**src/rtl/pl_pkg.sv**
```systemverilog
// pl_pkg -- shared definitions for the pipeline hazard unit.
//   pl_state_t      : memory-wait FSM states (RUN, MEM_WAIT)
//   FWD_RF/MEM/WB   : EX operand forward-select encodings
//   RESULTSRC_LOAD  : ResultSrc value that marks a load in EX
//   WAIT_LIMIT      : memory-wait count at which mem_timeout latches
package pl_pkg;

    typedef enum logic [0:0] {
        RUN      = 1'b0,
        MEM_WAIT = 1'b1
    } pl_state_t;

    localparam logic [1:0] FWD_RF  = 2'b00;
    localparam logic [1:0] FWD_MEM = 2'b10;
    localparam logic [1:0] FWD_WB  = 2'b01;

    localparam logic [1:0] RESULTSRC_LOAD = 2'b01;

    localparam logic [7:0] WAIT_LIMIT = 8'd255;

endpackage

```
**src/rtl/pl_fwd_sel.sv**
```systemverilog
// pl_fwd_sel -- register comparators for one decode-stage source operand.
//   rs, use_rs                : source register and its read-enable
//   ex_rd/ex_regwrite         : EX-stage producer
//   mem_rd/mem_regwrite       : MEM-stage producer
//   wb_rd/wb_regwrite         : WB-stage producer
//   fwd                       : forward select (MEM over WB over register file)
//   ex_hit, mem_hit           : operand is actually read and an EX / MEM
//                               producer writes it (drives stall decisions)
// Register x0 never matches.
module pl_fwd_sel
    import pl_pkg::*;
(
    input  logic [4:0] rs,
    input  logic       use_rs,
    input  logic [4:0] ex_rd,
    input  logic       ex_regwrite,
    input  logic [4:0] mem_rd,
    input  logic       mem_regwrite,
    input  logic [4:0] wb_rd,
    input  logic       wb_regwrite,
    output logic [1:0] fwd,
    output logic       ex_hit,
    output logic       mem_hit
);

    logic mem_match;
    logic wb_match;

    assign mem_match = mem_regwrite && (mem_rd != 5'd0) && (mem_rd == rs);
    assign wb_match  = wb_regwrite  && (wb_rd  != 5'd0) && (wb_rd  == rs);

    assign ex_hit  = use_rs && ex_regwrite && (ex_rd != 5'd0) && (ex_rd == rs);
    assign mem_hit = use_rs && mem_match;

    // The youngest producer (MEM) holds the most recent value.
    always_comb begin
        fwd = FWD_RF;
        if (mem_match) begin
            fwd = FWD_MEM;
        end else if (wb_match) begin
            fwd = FWD_WB;
        end
    end

endmodule

```
**src/rtl/pl_hazard_unit.sv**
```systemverilog
// pl_hazard_unit -- stall / flush / forward control for a 5-stage pipeline.
//   clk, rst                  : clock, synchronous active-high reset
//   id_rs1/2, id_use_rs1/2    : decode-stage sources and their read-enables
//   ex/mem/wb_rd, *_regwrite  : destination and RegWrite of EX, MEM, WB
//   ex_resultsrc              : EX ResultSrc (RESULTSRC_LOAD marks a load)
//   ex_pcsrc                  : taken branch/jump resolving in EX
//   dmem_req, dmem_ready      : MEM-stage request and memory completion
//   stall_f/d/e/m             : hold the matching pipeline register
//   flush_d/e/w               : load a bubble into the matching register
//   fwd_a, fwd_b              : EX operand select (FWD_RF/FWD_MEM/FWD_WB)
//   mem_timeout               : sticky, set after WAIT_LIMIT wait cycles
//   stall_cycles              : saturating count of cycles with stall_d high
// Build option: define PL_HAZARD_FORWARD_EN to build operand forwarding;
// without it fwd_a/fwd_b stay at FWD_RF and any RAW against an EX or MEM
// producer stalls decode until the producer reaches WB.
module pl_hazard_unit
    import pl_pkg::*;
(
    input  logic        clk,
    input  logic        rst,
    input  logic [4:0]  id_rs1,
    input  logic [4:0]  id_rs2,
    input  logic        id_use_rs1,
    input  logic        id_use_rs2,
    input  logic [4:0]  ex_rd,
    input  logic [4:0]  mem_rd,
    input  logic [4:0]  wb_rd,
    input  logic        ex_regwrite,
    input  logic        mem_regwrite,
    input  logic        wb_regwrite,
    input  logic [1:0]  ex_resultsrc,
    input  logic        ex_pcsrc,
    input  logic        dmem_req,
    input  logic        dmem_ready,
    output logic        stall_f,
    output logic        stall_d,
    output logic        stall_e,
    output logic        stall_m,
    output logic        flush_d,
    output logic        flush_e,
    output logic        flush_w,
    output logic [1:0]  fwd_a,
    output logic [1:0]  fwd_b,
    output logic        mem_timeout,
    output logic [31:0] stall_cycles
);

    pl_state_t  state;
    pl_state_t  state_nxt;
    logic [7:0] wait_cnt;

    logic [1:0] sel_a;
    logic [1:0] sel_b;
    logic       ex_hit_a;
    logic       ex_hit_b;
    logic       mem_hit_a;
    logic       mem_hit_b;
    logic       load_use;
    logic       data_hazard;
    logic       freeze;
    logic [1:0] fwd_a_sel;
    logic [1:0] fwd_b_sel;
    logic       sig_unused;

    pl_fwd_sel u_sel_a (
        .rs           (id_rs1),
        .use_rs       (id_use_rs1),
        .ex_rd        (ex_rd),
        .ex_regwrite  (ex_regwrite),
        .mem_rd       (mem_rd),
        .mem_regwrite (mem_regwrite),
        .wb_rd        (wb_rd),
        .wb_regwrite  (wb_regwrite),
        .fwd          (sel_a),
        .ex_hit       (ex_hit_a),
        .mem_hit      (mem_hit_a)
    );

    pl_fwd_sel u_sel_b (
        .rs           (id_rs2),
        .use_rs       (id_use_rs2),
        .ex_rd        (ex_rd),
        .ex_regwrite  (ex_regwrite),
        .mem_rd       (mem_rd),
        .mem_regwrite (mem_regwrite),
        .wb_rd        (wb_rd),
        .wb_regwrite  (wb_regwrite),
        .fwd          (sel_b),
        .ex_hit       (ex_hit_b),
        .mem_hit      (mem_hit_b)
    );

    assign load_use = (ex_resultsrc == RESULTSRC_LOAD) && (ex_hit_a || ex_hit_b);

`ifdef PL_HAZARD_FORWARD_EN
    // Only a load cannot be bypassed in time; WB is covered by the
    // write-first register file.
    assign data_hazard = load_use;
    assign fwd_a_sel   = sel_a;
    assign fwd_b_sel   = sel_b;
    assign sig_unused  = mem_hit_a ^ mem_hit_b;
`else
    // No bypass network: wait until every EX/MEM producer has reached WB.
    assign data_hazard = load_use || ex_hit_a || ex_hit_b || mem_hit_a || mem_hit_b;
    assign fwd_a_sel   = FWD_RF;
    assign fwd_b_sel   = FWD_RF;
    assign sig_unused  = ^{sel_a, sel_b};
`endif

    // The cycle that issues a request already freezes if memory is not ready.
    assign freeze = ((state == MEM_WAIT) || dmem_req) && !dmem_ready;

    always_comb begin
        state_nxt = state;
        case (state)
            RUN:      if (dmem_req && !dmem_ready) state_nxt = MEM_WAIT;
            MEM_WAIT: if (dmem_ready)              state_nxt = RUN;
            default:                               state_nxt = RUN;
        endcase
    end

    // Priority: reset, memory freeze, control-flow flush, data hazard.
    always_comb begin
        stall_f = 1'b0;
        stall_d = 1'b0;
        stall_e = 1'b0;
        stall_m = 1'b0;
        flush_d = 1'b0;
        flush_e = 1'b0;
        flush_w = 1'b0;
        fwd_a   = FWD_RF;
        fwd_b   = FWD_RF;
        if (!rst) begin
            fwd_a = fwd_a_sel;
            fwd_b = fwd_b_sel;
            if (freeze) begin
                stall_f = 1'b1;
                stall_d = 1'b1;
                stall_e = 1'b1;
                stall_m = 1'b1;
                flush_w = 1'b1;
            end else if (ex_pcsrc) begin
                flush_d = 1'b1;
                flush_e = 1'b1;
            end else if (data_hazard) begin
                stall_f = 1'b1;
                stall_d = 1'b1;
                flush_e = 1'b1;
            end
        end
    end

    always_ff @(posedge clk) begin
        if (rst) begin
            state        <= RUN;
            wait_cnt     <= 8'd0;
            mem_timeout  <= 1'b0;
            stall_cycles <= 32'd0;
        end else begin
            state <= state_nxt;
            if (state == MEM_WAIT) begin
                if (wait_cnt != WAIT_LIMIT) begin
                    wait_cnt <= wait_cnt + 8'd1;
                end
                // Latch together with the count reaching the limit.
                if (wait_cnt == WAIT_LIMIT - 8'd1) begin
                    mem_timeout <= 1'b1;
                end
            end else begin
                wait_cnt <= 8'd0;
            end
            if (stall_d && (stall_cycles != 32'hFFFF_FFFF)) begin
                stall_cycles <= stall_cycles + 32'd1;
            end
        end
    end

endmodule
```
**config.mk**
```make
export PLATFORM = sky130hd
export DESIGN_NAME = pl_hazard_unit
export DESIGN_NICKNAME = d
export VERILOG_FILES = /design/src/rtl/pl_pkg.sv /design/src/rtl/pl_fwd_sel.sv /design/src/rtl/pl_hazard_unit.sv
export SDC_FILE = /design/constraint.sdc
export NUM_CORES = 1
export LEC_CHECK = 0
export ABC_AREA = 1
export BUFFER_PORTS_ARGS = -buffer_cell sky130_fd_sc_hd__buf_4
export CAP_MARGIN = 25
export CORE_UTILIZATION = 45
export DETAILED_ROUTE_END_ITERATION = 8
export PLACE_DENSITY_LB_ADDON = 0.05
export SYNTH_ARGS = -nofsm -noshare
export SYNTH_HDL_FRONTEND = slang
export SYNTH_HIERARCHICAL = 1
export SYNTH_SLANG_ARGS = --single-unit
export TNS_END_PERCENT = 20
```
**constraint.sdc**
```tcl
create_clock -name clk -period 1.7 [get_ports clk]
set_clock_uncertainty 0.15 [all_clocks]
set_input_delay 0.085 -clock clk [delete_from_list [all_inputs] [get_ports clk]]
set_output_delay 0.085 -clock clk [all_outputs]
set_load 0.005 [all_outputs]
```
---- After elaboration in Yosys (flattened, before gate mapping) ----
Index checks and enable logic that the tools add are counted.
storage, ports and cells
  register bits ........................... 42
  input port bits ......................... 37
  output and inout bits ................... 44
  word-level logic and storage cells ...... 56
cells by class
  $add $sub $neg .......................... 2
  equal/unequal tests ..................... 8
  muxes and demuxes ....................... 15
  bitwise logic cells ..................... 1
  reduce and logical (&&, ||, !) cells .... 26
operators by type and width
  operator               number
  $add 32x1->32 const B  1
  $ne 32x32->1 const B   1
  $eq 5x5->1             4
  $logic_and 1x1->1      15
  $mux 1                 14
  $reduce_bool 5->1      2
  $add 8x1->8 const B    1
  $eq 8x8->1 const B     1
  $ne 8x8->1 const B     1
  $logic_or 1x1->1       6
  $eq 2x1->1 const B     1
  $pmux 1 s2             1
  $reduce_and 2->1       1
  $reduce_or 2->1        1
  $logic_not 1->1        1
  $not 1->1              1

---- Logic depth before layout (Yosys ltp) ----
  depth after elaboration ................. 14
  mapped depth ............................ 16
  mapped depth without buffers ............ 16

---- Cells and area by module ----
The synthesis kept the hierarchy.
by module, submodules not included
  module          times used  cells each  area an instance (um^2)  sequential area each (um^2)
  pl_hazard_unit  1           420         2637.5                   840.8
  pl_fwd_sel      2           69          314.1                    0.0

---- Worst setup path before layout ----
Ideal clock, no wire load.
  path type ............................... register to register
  from .................................... register stall_cycles[0]
  to ...................................... register stall_cycles[14]
  setup time .............................. 0.136 ns
  arrival ................................. 1.484 ns
  required time ........................... 1.414 ns
  setup slack ............................. -0.071 ns
  stages on the path, launching flop included .. 12
  path buffers ............................ 1
  period minus slack after synthesis ...... 1.771 ns
  cell sequence ........................... dfxtp_1 -> ha_1 -> nand2_1 -> nor2_2 -> nand2_2 -> nor2_4 -> nand2_4 -> nand2_4 -> inv_2 -> buf_6 -> nand2_1 -> a21oi_2
between the ends
  cells in the longest elaborated chain, start to end .. 2
  elaborated cells on any way between the ends .. 3
  classes of those cells .................. add/sub (1); eq/ne (1); reduce/logical (1)
RTL lines
  what                                                   RTL line               source
  start, declared                                        pl_hazard_unit.sv:45   output logic [31:0] stall_cycles
  start signal, assigned                                 pl_hazard_unit.sv:173  stall_cycles <= stall_cycles + 32'd1;
  branches (longest 2 deep; another with $add 32x1->32)  --
Several ways; the timed one is not identified.
A chain may end at the register's enable or synchronous reset.

---- Final worst setup path ----
  from .................................... register stall_cycles[0]
  to ...................................... register stall_cycles[27]
The elaborated chain is that of the path after synthesis.

==> flow_metrics.py <==
metrics = {
    "cts": {
        "cts_tree": "yes",
        "path_clk_slew_ns": 0.09,
        "cts.sinks": 42,
        "h-tree-depth": 2,
        "clkLatencyLatePin_ns": 0.30,
        "cts_buffer_depth": 2,
        "root_buffer": "clkbuf_8",
        "numCtsBuffers": 5,
    },
    "layout": {
        "multi_input_area_um2": 1996,
        "final_layout_size_suffix_gt1_share_pct": 35.10,
        "finalNetCount": 680,
        "final_cell_mix": "nand2_1 (132), buf_4 (128), nor2_1 (88)",
        "seq_area_um2": 850.8,
        "fill_cells": 602,
        "diodes": 0,
        "fin_area_um2": 4355,
        "area_growth_pct": 42.66,
        "final_common_cell": "nand2_1",
    },
    "setup_path": {
        "cp-end-kind": "register",
        "path_class": "register to register",
        "required_ns": 1.75,
        "reg2reg_slack_ns": 0.008,
        "reg2reg_to": "stall_cycles[27]",
        "cp_max_fo": 13,
        "endpoint": "stall_cycles[27]",
        "critPathLaunch": "stall_cycles[0]",
        "reg2reg_depth": 11,
        "critical_path.reg2reg.startpoint": "stall_cycles[0]",
        "cp.arrival_ns": 1.75,
        "start_kind": "register",
    },
    "route": {
        "drtPass1Iterations": 6,
        "drc": 14,
        "drt-total-wl_mm": 8.849,
        "drt_iter0_markers": 125,
        "wl_per_cell_um": 12.32,
        "vias": 3486,
        "viasPerCell": 4.855,
        "route.antenna.remaining_nets": 0,
    },
    "die": {
        "die_y_um": 84.37,
        "core-area_um2": 6459,
        "io_pins": 81,
        "num_rows": 29,
        "die-area_um2": 7117,
        "die_x_um": 84.37,
        "initial_utilization_pct": 47.27,
    },
    "pwr": {
        "p_sw_uw": 545.3,
        "power_density_nw_per_um2": 486.8,
        "power.total_mw": 2.120,
        "ir_worst_vdd_mv": 0.3394,
        "seqPwrFrac_pct": 47.1,
        "p_leak_nw": 2.104,
        "clkPwrFrac_pct": 38.4,
        "swShare_pct": 25.72,
        "internal_power_mw": 1.575,
        "combPwrFrac_pct": 14.5,
    },
    "sta": {
        "rsz0062_at_grt": "true",
        "fmax_ghz": 0.5911,
        "hold_violations": 0,
        "period_minus_slack_ns": 1.692,
        "fin_setup_tns_ns": 0,
        "setup_violations": 0,
        "period_share_pct": 99.51,
        "report.final.slew_viol_count": 0,
    },
    "global_routing": {
        "grt_max_degree": 21,
        "gr-total-overflow": 0,
        "grt_usage_pct": 25.03,
        "antenna_found_initial": 0,
        "grt_pass1_wl_mm": 14.39,
        "grt_pass1_vias": 3187,
    },
    "synthesis": {
        "synthCells": 512,
        "ys_warn_count": 6,
        "syn_area_um2": 3053,
        "synth_area_per_cell_um2": 5.963,
    },
    "place": {
        "io_buffers": 68,
        "globalplace.congestion": 0.8998,
        "hpwl_mm": 6.887,
        "dpl_cell_area_um2": 4031,
    },
    "run_status": {
        "outcome": "finished, violations left",
        "violations": "DRC",
    },
    "flow_run": {
        "maxCapViolCount": 0,
    },
    "worst_hold_path": {
        "holdCritPathClass": "input pin to register",
    },
}
[what timing repair did]
action	CTS	global route
resized for setup	10	45
setup buffers	0	2
hold buffers	1	0
setup endpoints to repair	24	34
pin swaps	4	19
endpoints found under the hold margin	4	0
[critical path, cell delays in order (launching register included)]
cell     delay (ns)
dfxtp_2        0.36
ha_4           0.16
nand2_4        0.05
nor2_4         0.13
nand2_4        0.07
nor2_4         0.14
nand2_4        0.12
buf_8          0.17
nand2_1        0.06
nor2_1         0.04
nor2_1         0.09
nor2_1         0.05
[flip-flops by register name, summed over array words and instances (netlist names)]
signal and cells:
stall_cycles 32, wait_cnt 8, mem_timeout 1, state 1
[worst min-delay path by stage]
stage               cells past startpoint        from                to  slack, ns
finish                                  4         rst       wait_cnt[5]       0.06
global route                            5  dmem_ready             state       0.08
CTS                                     5  dmem_ready             state       0.05
detailed placement                      2         rst  stall_cycles[28]       0.21
global placement                        2         rst  stall_cycles[26]       0.21
floorplan                               2    ex_pcsrc           flush_d       0.11
[stage by stage]
step           std cells  utilization (%)  hold WS (ns)  setup slack (ns)
6_report             718            67.44       0.05828          0.008267
5_1_grt              718            67.44       0.08045          -0.08394
4_1_cts              716            64.97       0.04768          -0.01254
3_5_place_dp         707            62.42        0.2122           -0.2228
3_3_place_gp         707            62.42        0.2092           -0.1607
2_1_floorplan        515                -        0.1117          0.006507
[final cells by class]
class / count / share of cell area [%]
Clock buffer: 5 / 1.580
Sequential cell: 42 / 19.53
Clock inverter: 3 / 1.005
Timing Repair Buffer: 133 / 23.41
Tap cell: 77 / 2.212
Multi-Input combinational cell: 384 / 45.82
Inverter: 74 / 6.435
[power by group through the flow]
stage / Combinational [mW] / Clock, mW / Sequential (mW)
6_report: 0.307 / 0.814 / 0.999
5_1_grt: 0.340 / 0.881 / 1.00
4_1_cts: 0.292 / 0.832 / 0.997
3_5_place_dp: 0.284 / 0 / 1.02
3_3_place_gp: 0.280 / 0 / 1.02
2_1_floorplan: 0.148 / 0 / 1.02
[routing by layer]
metal / GRT usage, % / routed length [µm] / up-vias
met2: 42.03 / 4157 / 94
met5: 0 / 0 / -
met1: 33.51 / 4149 / 1546
met4: 6.934 / 91 / 0
met3: 3.835 / 452 / 11
li1: - / - / 1835
Power figures use the tool's default switching activity.
